[src/rtl/lane_motion_scheduler.sv]
// lane_motion_scheduler: advances every lane position once per frame through one shared adder.
// Ports:
//   Clk, Reset_h            clock, synchronous active-high reset
//   frame_tick, run, clear  per-frame pulse, gameplay enable, reload of all lanes from lane_offset
//   lane_speed, lane_dir    per-lane speed (Q.FRAC_W px/frame) and direction (1 = +x)
//   lane_offset             per-lane start position in pixels
//   lane_pos, lane_step     integer lane positions, one-cycle pulse when a lane's integer position moved
//   busy, frame_done        scan in progress, one-cycle end-of-frame pulse
//   overrun                 sticky: a tick arrived while a scan was still running
module lane_motion_scheduler #(
  parameter int NUM_LANES = 10,
  parameter int SPEED_W   = 10,
  parameter int FRAC_W    = 4,
  parameter int POS_W     = 10,
  parameter int SCREEN_W  = 640
) (
  input  logic                         Clk,
  input  logic                         Reset_h,
  input  logic                         frame_tick,
  input  logic                         run,
  input  logic                         clear,
  input  logic [NUM_LANES*SPEED_W-1:0] lane_speed,
  input  logic [NUM_LANES-1:0]         lane_dir,
  input  logic [NUM_LANES*POS_W-1:0]   lane_offset,
  output logic [NUM_LANES*POS_W-1:0]   lane_pos,
  output logic [NUM_LANES-1:0]         lane_step,
  output logic                         busy,
  output logic                         frame_done,
  output logic                         overrun
);
  localparam int AW = POS_W + FRAC_W;
  localparam int IW = $clog2(NUM_LANES);
  localparam logic [AW:0] MOD = (AW+1)'(SCREEN_W << FRAC_W);
  localparam logic [1:0] IDLE = 2'd0, SCAN = 2'd1, DONE = 2'd2;
  logic [1:0] state;
  logic [IW-1:0] idx;
  logic [AW-1:0] acc [NUM_LANES];
  logic [POS_W-1:0] offFix [NUM_LANES];
  logic [AW-1:0] curAcc, nxtAcc;
  logic [AW:0] sum, dif, nxt;
  logic stepNow, lastLane;
  genvar g;
  generate
    for (g = 0; g < NUM_LANES; g++) begin : gLane
      logic [POS_W-1:0] offRaw;
      assign offRaw = lane_offset[g*POS_W +: POS_W];
      // offsets up to one screen past the edge fold back onto the screen
      assign offFix[g] = offRaw >= POS_W'(SCREEN_W) ? offRaw - POS_W'(SCREEN_W) : offRaw;
      assign lane_pos[g*POS_W +: POS_W] = acc[g][AW-1:FRAC_W];
    end
  endgenerate
  // single shared datapath, selected by the lane currently being scanned
  always_comb begin
    curAcc = acc[idx];
    sum = {1'b0, curAcc} + (AW+1)'(lane_speed[idx*SPEED_W +: SPEED_W]);
    dif = {1'b0, curAcc} - (AW+1)'(lane_speed[idx*SPEED_W +: SPEED_W]);
    // dif[AW] is the borrow of the left move
    nxt = lane_dir[idx] ? (sum >= MOD ? sum - MOD : sum) : (dif[AW] ? dif + MOD : dif);
    nxtAcc = nxt[AW-1:0];
    stepNow = nxtAcc[AW-1:FRAC_W] != curAcc[AW-1:FRAC_W];
    lastLane = idx == IW'(NUM_LANES-1);
  end
  assign busy = state != IDLE;
  assign frame_done = state == DONE;
  always_ff @(posedge Clk) begin
    if (Reset_h) begin
      state <= IDLE;
      idx <= '0;
      lane_step <= '0;
      overrun <= 1'b0;
      for (int i = 0; i < NUM_LANES; i++) acc[i] <= '0;
    end else if (clear) begin
      state <= IDLE;
      idx <= '0;
      lane_step <= '0;
      overrun <= 1'b0;
      for (int i = 0; i < NUM_LANES; i++) acc[i] <= {offFix[i], FRAC_W'(0)};
    end else begin
      lane_step <= '0;
      if (frame_tick && state != IDLE) overrun <= 1'b1;
      if (state == IDLE && frame_tick && run) begin
        state <= SCAN;
        idx <= '0;
      end else if (state == SCAN) begin
        acc[idx] <= nxtAcc;
        lane_step[idx] <= stepNow;
        idx <= lastLane ? '0 : idx + 1'b1;
        state <= lastLane ? DONE : SCAN;
      end else if (state == DONE) begin
        state <= IDLE;
      end
    end
  end
endmodule

[config.mk]
export PLATFORM = sky130hd
export DESIGN_NAME = lane_motion_scheduler
export DESIGN_NICKNAME = d
export VERILOG_FILES = /design/src/rtl/lane_motion_scheduler.sv
export SDC_FILE = /design/constraint.sdc
export NUM_CORES = 1
export LEC_CHECK = 0
export CAP_MARGIN = 30
export CORE_UTILIZATION = 55
export CTS_BUF_LIST = sky130_fd_sc_hd__clkbuf_8 sky130_fd_sc_hd__clkbuf_16
export DETAILED_ROUTE_END_ITERATION = 16
export PLACE_DENSITY = 0.92
export SYNTH_ARGS = -nofsm -noshare
export SYNTH_HDL_FRONTEND = slang
export SYNTH_SLANG_ARGS = --single-unit
[constraint.sdc]
create_clock -name Clk -period 17.2 [get_ports Clk]
set_input_delay 2.58 -clock Clk [delete_from_list [all_inputs] [get_ports Clk]]
set_output_delay 2.58 -clock Clk [all_outputs]
set_load 0.005 [all_outputs]
==> After elaboration in Yosys (flattened, before gate mapping) <==
Memories as Yosys holds them, arrays and structs flattened. A register that Yosys moved wholly into a read port is not among the register bits.
Cells that the tools add are included.
{ "op_classes": {"add_sub_neg": 15, "mul": 1, "n_lt_le_gt_ge": 13, "n_eq_ne": 4, "shifts": 1, "n_mux": 47, "n_bitwise": 12, "n_reduce_logical": 12} }
{ "ops": {"columns": ["op", "n"], "rows": [
  ["14-bit two-way mux", 14],
  ["10-bit >= comparator, second input constant", 10],
  ["10-bit two-way mux", 10],
  ["100-bit by 9-bit variable part select with 10-bit output", 1],
  ["10-bit subtractor, second input constant", 10],
  ["4-bit two-way mux", 4],
  ["14-bit by 10-bit adder with 15-bit output", 1],
  ["15-bit by 14-bit >= comparator with 1-bit output, second input constant", 1],
  ["14-bit by 10-bit subtractor with 15-bit output", 1],
  ["14-bit adder, second input constant", 1],
  ["1-bit two-way mux", 14],
  ["14-bit OR reduction", 1],
  ["14-bit subtractor, second input constant", 1],
  ["10-bit AND", 1],
  ["10-bit inequality test", 1],
  ["1-bit bitwise OR", 10],
  ["4-bit by 3-bit multiplier with 7-bit output, second input constant", 1],
  ["2-bit two-way mux", 3],
  ["4-bit by 5-bit < comparator with 1-bit output, second input constant", 1],
  ["4-bit by 1-bit adder with 4-bit output, second input constant", 1],
  ["1-bit binary-select mux with 4-bit select", 1],
  ["1-bit demux with 4-bit select", 1],
  ["4-bit == test, second input constant", 1],
  ["4-bit by 1-bit >= comparator with 1-bit output, second input constant", 1],
  ["other kinds (10)", 14]
]} }
{ "word_totals": {"ff_bits": 17, "ramBits": 140, "inputBits": 215, "mem_count": 1} }
{ "mem_list": {"columns": ["name", "depth", "word_bits", "read_ports", "rd_ports_with_merged_regs", "write_ports", "line_no", "rtl"], "rows": [
  ["acc", 10, 14, 11, 1, 10, "37", "logic [AW-1:0] acc [NUM_LANES];"]
]} }

==> Logic depth before layout (Yosys ltp) <==
Gate-level depths: netlist (run 1).
{ "logic_depth": {"ltp_word": 9, "mapped_depth": 23} }

==> Least setup slack after synthesis (run 1) <==
No wires, ideal clock.
{ "synth_path": {"kind": "input to register", "from": "input lane_speed[76]", "to": "register lane_step[5]", "setup_ns": 0.092, "arrival_time_ns": 6.317, "slack_ns": 10.791, "path_stages": 19, "path_buffers": 2, "path_cell_list": "mux4_2 -> mux2i_1 -> o21a_1 -> ha_1 -> clkbuf_1 -> a21oi_1 -> nand2_1 -> o211a_1 -> o21ai_0 -> nand3_1 -> xnor2_1 -> ha_1 -> or3_1 -> a211o_1 -> a21oi_1 -> nor4_1 -> and4_1 -> buf_6 -> nor4_1"} }
{ "synth_between": {"elab_chain_cells": 7, "word_cells_on_any_way": 11} }
{ "synth_lines": {"columns": ["item", "line_no", "rtl"], "rows": [
  ["start, declared", "22", "input logic [NUM_LANES*SPEED_W-1:0] lane_speed,"],
  ["100-bit by 9-bit variable part select with 10-bit output *", "55, 56", null],
  ["14-bit by 10-bit subtractor with 15-bit output or 14-bit by 10-bit adder with 15-bit output (tied branches)", "56, 55", null],
  ["14-bit adder (tied with other cells)", "58", "nxt = lane_dir[idx] ? (sum >= MOD ? sum - MOD : sum) : (dif[AW] ? dif + MOD : dif);"],
  ["14-bit two-way mux", "58", null],
  ["14-bit two-way mux *", "58", null],
  ["10-bit inequality test *", "60", "stepNow = nxtAcc[AW-1:FRAC_W] != curAcc[AW-1:FRAC_W];"],
  ["10-bit AND (no line) *", null, null],
  ["end signal, assigned by index", "86", "lane_step[idx] <= stepNow;"],
  ["end, declared", "26", "output logic [NUM_LANES-1:0] lane_step,"]
]} }
Mark *: on every way between the ends. The rest lies on a longest branch, timed or not.
A chain may end at the register's enable or synchronous reset.

==> impl_metrics.tcl, run 1 <==
set metrics [dict create \
    holdCritPathClass "reg2reg" \
    path_cells "clkdlybuf4s50_1 -> mux4_2 -> mux2i_1 -> o21ai_0 -> ha_1 -> fa_1 -> nand2b_1 -> a21oi_1 -> o221a_2 -> a21oi_1 -> and3_1 -> xnor2_1 -> ha_1 -> nor2_1 -> nor2_1 -> mux2i_1 -> nor2_1 -> a21oi_1 -> inv_1" \
    p_seq_share_pct 45.7 \
    fmax_mhz 130 \
    dp.cells 1650 \
    power_frac_comb_pct 19.3 \
    synth_seq_cells 245 \
    hold_start "state[1]" \
    synth.avg_cell_area_um2 12.4 \
    layout_worst_path_cycle_share_pct 44.6 \
    grt_pass1_wl_um 68200 \
    cts_resized 0 \
    clockRootBuffer "clkbuf_16" \
    fin_ws_ns 9.52 \
    critical_path.top_delay_family "compound AO/OA/AOI/OAI gates" \
    place.gp.congestion 0.926 \
    antenna_left 0 \
    wl_per_cell_um 28.3 \
    power.net_switching_w 0.000410 \
    skew_ns 0.0138 \
    clk_latency_ns 0.55 \
    r2r_end "acc[12][12]" \
    cts.sinks 245 \
    cts_setup_buffers 0 \
    holdPathEnd "state[1]" \
    tns_ns 0 \
    min_period_ns 7.68 \
    rr_worst_depth 17 \
    io_buffers 327 \
    final_cell_area_mm2 0.0179 \
    cpMaxStageDelayCell "a21oi_1" \
    max-vdd-ir-drop_mv 0.0733 \
    netSwitchingFraction_pct 26.8 \
    final_max_slew_viol_count 0 \
    power.internal_w 0.00112 \
    status "finished, final reports clean" \
    end_kind "flip-flop" \
    placed_cell_area_mm2 0.0171 \
    setup_viol 0 \
    routed-via-count 11000 \
    fin_hold_ws_ns 0.507 \
    arrival_ns 7.88 \
    synth_edf_count 224 \
    relSlewSlack_pct 26.1 \
    rows 58 \
    ios 328 \
    clkTransAtPathRegs_ns 0.07 \
    powerDensity_mw_per_mm2 85.3 \
    setup.worst_path.start "lane_speed[0]" \
    final_cell_count_no_fill 1700 \
    core_mm2 0.0253 \
    fill_cells 1679 \
    grt_overflow 0 \
    syn_area_mm2 0.0143 \
    first_iter_violations 1482 \
    drv_cap 0 \
    synth_cell_types 62 \
    dieArea_mm2 0.0267 \
    initial_utilization_pct 56.5 \
    crit_required_ns 17.40 \
    ys_seq_area_share_pct 49.9 \
    rsz0062_at_grt "no" \
    die_h_um 163 \
    hold_buffers 0 \
    layout_common_cells "clkdlybuf4s50_1, edfxtp_1, nor2_1" \
    syn_nets 1407 \
    hold_violations 0 \
    multi_input_area_mm2 0.00590 \
    htree_levels 1 \
    antenna_found_initial 1 \
    cts_max_path_buffers 3 \
    synthArstFlopShare_pct 0 \
    cts_tree "done" \
    final_common_cell "clkdlybuf4s50_1" \
    cts-buffers-inserted 25 \
    dp_slack_ns 9.22 \
    drc 0 \
    slowest_delay_ns 0.85 \
    dr.pass1.iters 5 \
    synth_top_area_share_pct 47.0 \
    routed_wl_um 48200 \
    die_w_um 163 \
    grt_pass1_vias 11100 \
    synth_area_leaders "edfxtp_1, mux4_2, buf_4" \
    cp_num_buf_inv 2 \
    syn_inst 1155 \
    fin_nets 1603 \
    holdPathStages 2 \
    clockPowerShare_pct 35.0 \
    critPathKind "in2reg" \
    drive_above_1_share_pct 13.3 \
    start_kind "primary input" \
    yosys_most_used_dff "edfxtp_1" \
    yosys.area.top_type "edfxtp_1" \
    rrSetupSlack_ns 10.39 \
    seqCellArea_mm2 0.00715 \
    crit_fanout 11 \
    areaGrowthSynthToFinish_pct 25.4 \
    leakagePower_nw 6.40 \
    hpwl_um 34100 \
    track_usage_pct 35.8 \
    grt_max_degree 82 \
    via_per_inst 6.49 \
    worst_pin_slew_ns 1.11 \
    yosys_warnings 0 \
]
-- through the flow --
step | power, W | utilization (%)
final | 0.00153 | 70.8
after global routing | 0.00156 | 70.8
after CTS | 0.00152 | 70.6
after detailed placement | 0.000997 | 67.5
after global placement | 0.000988 | 67.3
after floorplan | 0.000869 | -
-- tightest hold or removal path: cells and delay by family, from the launching register on --
kind             cells  cell delay [ns]
AO/OA/AOI/OAI        1             0.06
flip-flops           1             0.33
AND/OR/NAND/NOR      1             0.07
-- sequential cells by signal, indices dropped and copies added, names as in the netlist, named ones only --
register   count
state          2
acc          224
lane_step     10
overrun        1
idx            4
-- kinds of logic (layout without fill, tap and decap cells) --
kind of cell	after synthesis	count (layout)	synth area share [%]
muxes	129	129	16.9
and+or+nand+nor	284	284	9.17
xor gates and xnor gates	21	21	1.43
other	0	1	0
DFF	245	245	49.9
AOI/OAI and AO/OA	209	209	10.2
adders and majority gates	37	37	3.34
buffers and inverters	230	444	9.00
-- layer usage --
layer / global-route usage (%) / up-vias / wire length [um]
met5: 0 / - / 15
met3: 8.86 / 188 / 6620
met4: 21.3 / 2 / 3000
met2: 59.0 / 971 / 22600
li1: - / 4626 / -
met1: 42.3 / 5253 / 15900
-- final cells by class --
cell class	instances	area share [%]
inverters	50	1.05
repair buffers	349	19.5
flip-flops and latches	245	39.9
multi-input cells	680	32.9
well taps	330	2.30
clock buffers	25	3.49
clock inverters	20	0.872
diodes	1	0.0140
-- power groups by stage --
stage | combinational, W | clock (W) | sequential [W]
2_1_floorplan | 0.000165 | 0 | 0.000704
3_3_place_gp | 0.000277 | 0 | 0.000711
3_5_place_dp | 0.000285 | 0 | 0.000712
4_1_cts | 0.000288 | 0.000528 | 0.000700
5_1_grt | 0.000312 | 0.000550 | 0.000701
6_report | 0.000296 | 0.000535 | 0.000700
-- cell usage after synthesis, types with 3 or more instances --
| library cell | instances |
|---|---|
| xor2_1 | 8 |
| buf_4 | 100 |
| mux2_2 | 11 |
| buf_1 | 7 |
| nand2_1 | 93 |
| xnor2_1 | 11 |
| a211oi_1 | 3 |
| a22oi_1 | 13 |
| nor4_1 | 6 |
| mux2i_1 | 29 |
| nor2b_1 | 11 |
| a21oi_1 | 23 |
| inv_1 | 50 |
| edfxtp_1 | 224 |
| ha_1 | 35 |
| o21ai_0 | 64 |
| a22o_1 | 40 |
| and4_1 | 3 |
| nor2_1 | 100 |
| o22ai_1 | 16 |
| buf_6 | 4 |
| clkbuf_1 | 54 |
| dfxtp_1 | 21 |
| o21a_1 | 11 |
| buf_2 | 15 |
| nand3_1 | 21 |
| mux4_2 | 87 |
| nor3_1 | 14 |
| o211ai_1 | 13 |
| and2_1 | 4 |
| nand2b_1 | 16 |
| a211o_1 | 6 |
| or2_2 | 4 |
| or3_1 | 4 |
-- worst max-delay path by stage --
stage | end | depth (start not counted)
final | acc[12][12] | 19
after global routing | acc[10][12] | 19
after CTS | acc[10][12] | 19
after detailed placement | acc[12][13] | 18
after global placement | lane_step[6] | 15
after floorplan | lane_step[5] | 19
No activity file was read; power rests on OpenSTA's default activity.
==> run 2: changes to the inputs <==
--- a/config.mk
+++ b/config.mk
@@ -6,10 +6,10 @@
 export NUM_CORES = 1
 export LEC_CHECK = 0
 export CAP_MARGIN = 30
-export CORE_UTILIZATION = 55
+export CORE_UTILIZATION = 46
 export CTS_BUF_LIST = sky130_fd_sc_hd__clkbuf_8 sky130_fd_sc_hd__clkbuf_16
 export DETAILED_ROUTE_END_ITERATION = 16
-export PLACE_DENSITY = 0.92
+export PLACE_DENSITY = 0.82
 export SYNTH_ARGS = -nofsm -noshare
 export SYNTH_HDL_FRONTEND = slang
 export SYNTH_SLANG_ARGS = --single-unit
==> constraint.sdc (replaced) <==
create_clock -name Clk -period 6.56 [get_ports Clk]
set_input_delay 0.984 -clock Clk [delete_from_list [all_inputs] [get_ports Clk]]
set_output_delay 0.984 -clock Clk [all_outputs]
set_load 0.005 [all_outputs]
==> impl_metrics.tcl, run 2 (same netlist as run 1, synthesis figures left out) <==
set metrics [dict create \
    hpwl_um 35400 \
    areaGrowthSynthToFinish_pct 27.5 \
    antenna_left 0 \
    rr_worst_depth 15 \
    reg.largest.list "acc (224), lane_step (10), idx (4)" \
    largest_reg_flops 224 \
    htree_levels 1 \
    holdPathStages 2 \
    powerDensity_mw_per_mm2 228 \
    grt_pass1_wl_um 68000 \
    end_kind "flip-flop" \
    slowest_delay_ns 0.79 \
    clockRootBuffer "clkbuf_16" \
    die_w_um 178 \
    cts_resized 0 \
    initial_utilization_pct 46.8 \
    clkTransAtPathRegs_ns 0.07 \
    critical_path.top_delay_family "simple AND/OR/NAND/NOR gates" \
    worst_pin_slew_ns 1.04 \
    min_period_ns 5.94 \
    final_common_cell "clkdlybuf4s50_1" \
    dieArea_mm2 0.0318 \
    ios 328 \
    layout_worst_path_cycle_share_pct 90.6 \
    dr.pass1.iters 5 \
    cts-buffers-inserted 26 \
    rsz0062_at_grt "no" \
    die_h_um 178 \
    drive_above_1_share_pct 14.6 \
    cts.sinks 245 \
    grt_max_degree 82 \
    arrival_ns 6.33 \
    wl_per_cell_um 27.2 \
    layout_common_cells "clkdlybuf4s50_1, edfxtp_1, nor2_1" \
    antenna_found_initial 3 \
    via_per_inst 6.08 \
    leakagePower_nw 6.50 \
    hold_violations 0 \
    final_max_slew_viol_count 0 \
    max-vdd-ir-drop_mv 0.206 \
    critPathKind "reg2reg" \
    grt_overflow 0 \
    cts_tree "done" \
    io_buffers 327 \
    crit_required_ns 6.95 \
    fill_cells 2352 \
    grt_pass1_vias 10700 \
    core_mm2 0.0306 \
    crit_fanout 18 \
    routed-via-count 10900 \
    routed_wl_um 48600 \
    relSlewSlack_pct 30.2 \
    track_usage_pct 30.0 \
    cp.depth 15 \
    status "finished, final reports clean" \
    cp_num_buf_inv 1 \
    start_kind "flip-flop" \
    first_iter_violations 1237 \
    fmax_mhz 168 \
    path_cells "nand2b_1 -> nor3_1 -> buf_4 -> a22oi_1 -> o21a_1 -> ha_1 -> or2_2 -> a2111oi_0 -> o21ai_0 -> a21oi_4 -> and2_1 -> nor3_1 -> nor4_1 -> and4_1 -> nor4_1" \
    drc 0 \
    rows 64 \
    fin_ws_ns 0.620 \
    clk_latency_ns 0.55 \
    setup_viol 0 \
    rrSetupSlack_ns 0.62 \
    tns_ns 0 \
    cpMaxStageDelayCell "dfxtp_1" \
    fin_nets 1618 \
    fin_util_pct 59.7 \
    hold_buffers 0 \
    skew_ns 0.0367 \
    place.gp.congestion 0.968 \
    drv_cap 0 \
    dp_slack_ns 0.702 \
    cts_setup_buffers 0 \
    cts_max_path_buffers 3 \
    holdCritPathClass "reg2reg" \
    regMostFlops "acc" \
]
## run 2: worst reg2reg max path, stage by stage (launching register included)
cell and delay, ns:
dfxtp_1 0.79, nand2b_1 0.39, nor3_1 0.58, buf_4 0.29
a22oi_1 0.09, o21a_1 0.15, ha_1 0.40, or2_2 0.33
a2111oi_0 0.76, o21ai_0 0.42, a21oi_4 0.38, and2_1 0.23
nor3_1 0.08, nor4_1 0.35, and4_1 0.47, nor4_1 0.10
## run 2: routing by layer
metal  GRT usage (%)  vias up  wire [um]
li1                -     4662          -
met1            35.9     5246      16300
met2            51.3      841      23900
met3            6.16      108       6230
met4            15.1        0       2160
met5               0        -          0
## run 2: final timing paths
kind	start	to
hold / removal	state[1]	state[1]
setup / recovery	idx[3]	lane_step[5]
hold reg to reg	state[1]	state[1]
setup reg to reg	idx[3]	lane_step[5]
## run 2: where the power goes
part	total (W)	internal, W	switching, W
clock	0.00153	0.000892	0.000634
sequential	0.00183	0.00180	0.0000364
combinational	0.000795	0.000380	0.000416
total	0.00416	0.00307	0.00109
## run 2: area by class of cell
class	instances	area, um^2	share of cell area (%)
multi-input cells	680	5890	32.3
inverters	50	188	1.03
clock buffers	26	651	3.57
diodes	3	7.51	0.0411
flip-flops and latches	245	7150	39.2
clock inverters	22	245	1.34
well taps	396	495	2.72
repair buffers	363	3620	19.8
## run 2: stage by stage
stage / hold slack (ns) / instance area [um^2] / std cells / power [W]
after floorplan: 0.462 / 14300 / 1155 / 0.00228
after global placement: 0.473 / 17200 / 1725 / 0.00262
after detailed placement: 0.491 / 17300 / 1733 / 0.00264
after CTS: 0.500 / 18200 / 1781 / 0.00414
after global routing: 0.513 / 18200 / 1785 / 0.00426
final: 0.499 / 18200 / 1785 / 0.00416
==> run 3: changes to the inputs <==
--- a/config.mk
+++ b/config.mk
@@ -9,6 +9,7 @@
 export CORE_UTILIZATION = 46
 export CTS_BUF_LIST = sky130_fd_sc_hd__clkbuf_8 sky130_fd_sc_hd__clkbuf_16
 export DETAILED_ROUTE_END_ITERATION = 16
+export GPL_ROUTABILITY_DRIVEN = 0
 export PLACE_DENSITY = 0.82
 export SYNTH_ARGS = -nofsm -noshare
 export SYNTH_HDL_FRONTEND = slang
==> impl_metrics.tcl, run 3 (same netlist as run 1, synthesis figures left out) <==
set metrics [dict create \
    regMostFlops "acc" \
    wl_per_cell_um 26.9 \
    holdPathStages 2 \
    fmax_mhz 164 \
    fin_util_pct 59.2 \
    cts-buffers-inserted 25 \
    hold_buffers 0 \
    initial_utilization_pct 46.8 \
    layout_worst_path_cycle_share_pct 92.7 \
    io_buffers 327 \
    max-vdd-ir-drop_mv 0.211 \
    grt_pass1_wl_um 67300 \
    crit_fanout 18 \
    worst_pin_slew_ns 1.06 \
    hold_violations 0 \
    htree_levels 1 \
    antenna_left 0 \
    critPathKind "reg2reg" \
    drc 0 \
    clkTransAtPathRegs_ns 0.06 \
    crit_required_ns 6.96 \
    reg.largest.list "acc (224), lane_step (10), idx (4)" \
    track_usage_pct 29.5 \
    skew_ns 0.0191 \
    arrival_ns 6.48 \
    hpwl_um 34500 \
    grt_pass1_vias 10800 \
    cts.sinks 245 \
    final_max_slew_viol_count 0 \
    cts_resized 0 \
    powerDensity_mw_per_mm2 220 \
    ios 328 \
    fin_hold_ws_ns 0.511 \
    relSlewSlack_pct 29.1 \
    cts_tree "done" \
    die_h_um 178 \
    rows 64 \
    leakagePower_nw 6.44 \
    dieArea_mm2 0.0318 \
    cts_max_path_buffers 3 \
    grt_max_degree 45 \
    min_period_ns 6.08 \
    clk_latency_ns 0.54 \
    grt_overflow 0 \
    fin_nets 1618 \
    drv_cap 0 \
    status "finished, final reports clean" \
    antenna_found_initial 2 \
    final_cell_count_no_fill 1782 \
    dp.cells 1727 \
    tns_ns 0 \
    start_kind "flip-flop" \
    die_w_um 178 \
    via_per_inst 6.17 \
    holdCritPathClass "reg2reg" \
    rr_worst_depth 18 \
    core_mm2 0.0306 \
    end_kind "flip-flop" \
    rsz0062_at_grt "no" \
    routed_wl_um 48000 \
    cts_setup_buffers 0 \
    final_common_cell "clkdlybuf4s50_1" \
    largest_reg_flops 224 \
    drive_above_1_share_pct 13.9 \
    first_iter_violations 1335 \
    routed-via-count 11000 \
    clockRootBuffer "clkbuf_16" \
    layout_common_cells "clkdlybuf4s50_1, edfxtp_1, nor2_1" \
    areaGrowthSynthToFinish_pct 26.5 \
    dr.pass1.iters 6 \
    setup_viol 0 \
]
-- run 3: cell types whose count changed in the layout (fill, tap and decap cells not counted), sizes merged --
cell      before  now
bufinv         4    1
clkinv        12    8
clkbuf        26   25
clkinvlp       1    2
buf           36   37
inv           55   59
diode          3    2
-- run 3: final cells by class --
cell class	instances	area [um^2]
diodes	2	5.00
clock buffers	25	626
clock inverters	20	124
fillers	2382	12500
inverters	50	188
multi-input cells	680	5890
flip-flops and latches	245	7150
well taps	396	495
repair buffers	364	3610
-- run 3: critical path: stages, from the launching register on --
cell and delay (ns):
dfxtp_1 0.79, nand2b_1 0.38, nor2_1 0.90, a22oi_1 0.24
o21a_1 0.17, ha_1 0.36, o21ai_0 0.22, a21oi_1 0.11
o211a_1 0.26, o21ai_0 0.42, nand3_1 0.30, xnor2_1 0.21
ha_1 0.20, or3_1 0.39, nand3_1 0.09, a21oi_1 0.07
nor4_1 0.27, and4_1 0.45, nor3_1 0.10
-- run 3: per-stage QoR --
| step | worst slack [ns] | total power, W | instance area [um^2] |
|---|---|---|---|
| final | 0.477 | 0.00397 | 18100 |
| after global routing | 0.129 | 0.00407 | 18100 |
| after CTS | 0.603 | 0.00394 | 18000 |
| after global placement | 0.809 | 0.00261 | 17200 |
| after floorplan | 1.01 | 0.00228 | 14300 |
| after detailed placement | 0.633 | 0.00263 | 17200 |
-- run 3: final timing paths --
kind                            startpoint      endpoint  slack (ns)
worst max-delay path                idx[3]  lane_step[4]        0.48
worst min-delay path              state[1]      state[1]        0.51
worst max register to register      idx[3]  lane_step[4]        0.48
worst min register to register    state[1]      state[1]        0.51
-- run 3: power breakdown --
part           switching (W)  leakage, nW  internal, W
combinational       0.000415         3.58     0.000379
clock               0.000611        0.381     0.000732
sequential         0.0000374         2.48      0.00180
total                0.00106         6.44      0.00291
-- run 3: routing by layer --
| metal | GRT usage (%) | wire length, um |
|---|---|---|
| met1 | 36.1 | 16900 |
| met2 | 49.6 | 22800 |
| met3 | 6.71 | 6280 |
| met4 | 13.3 | 2060 |
| met5 | 0 | 0 |
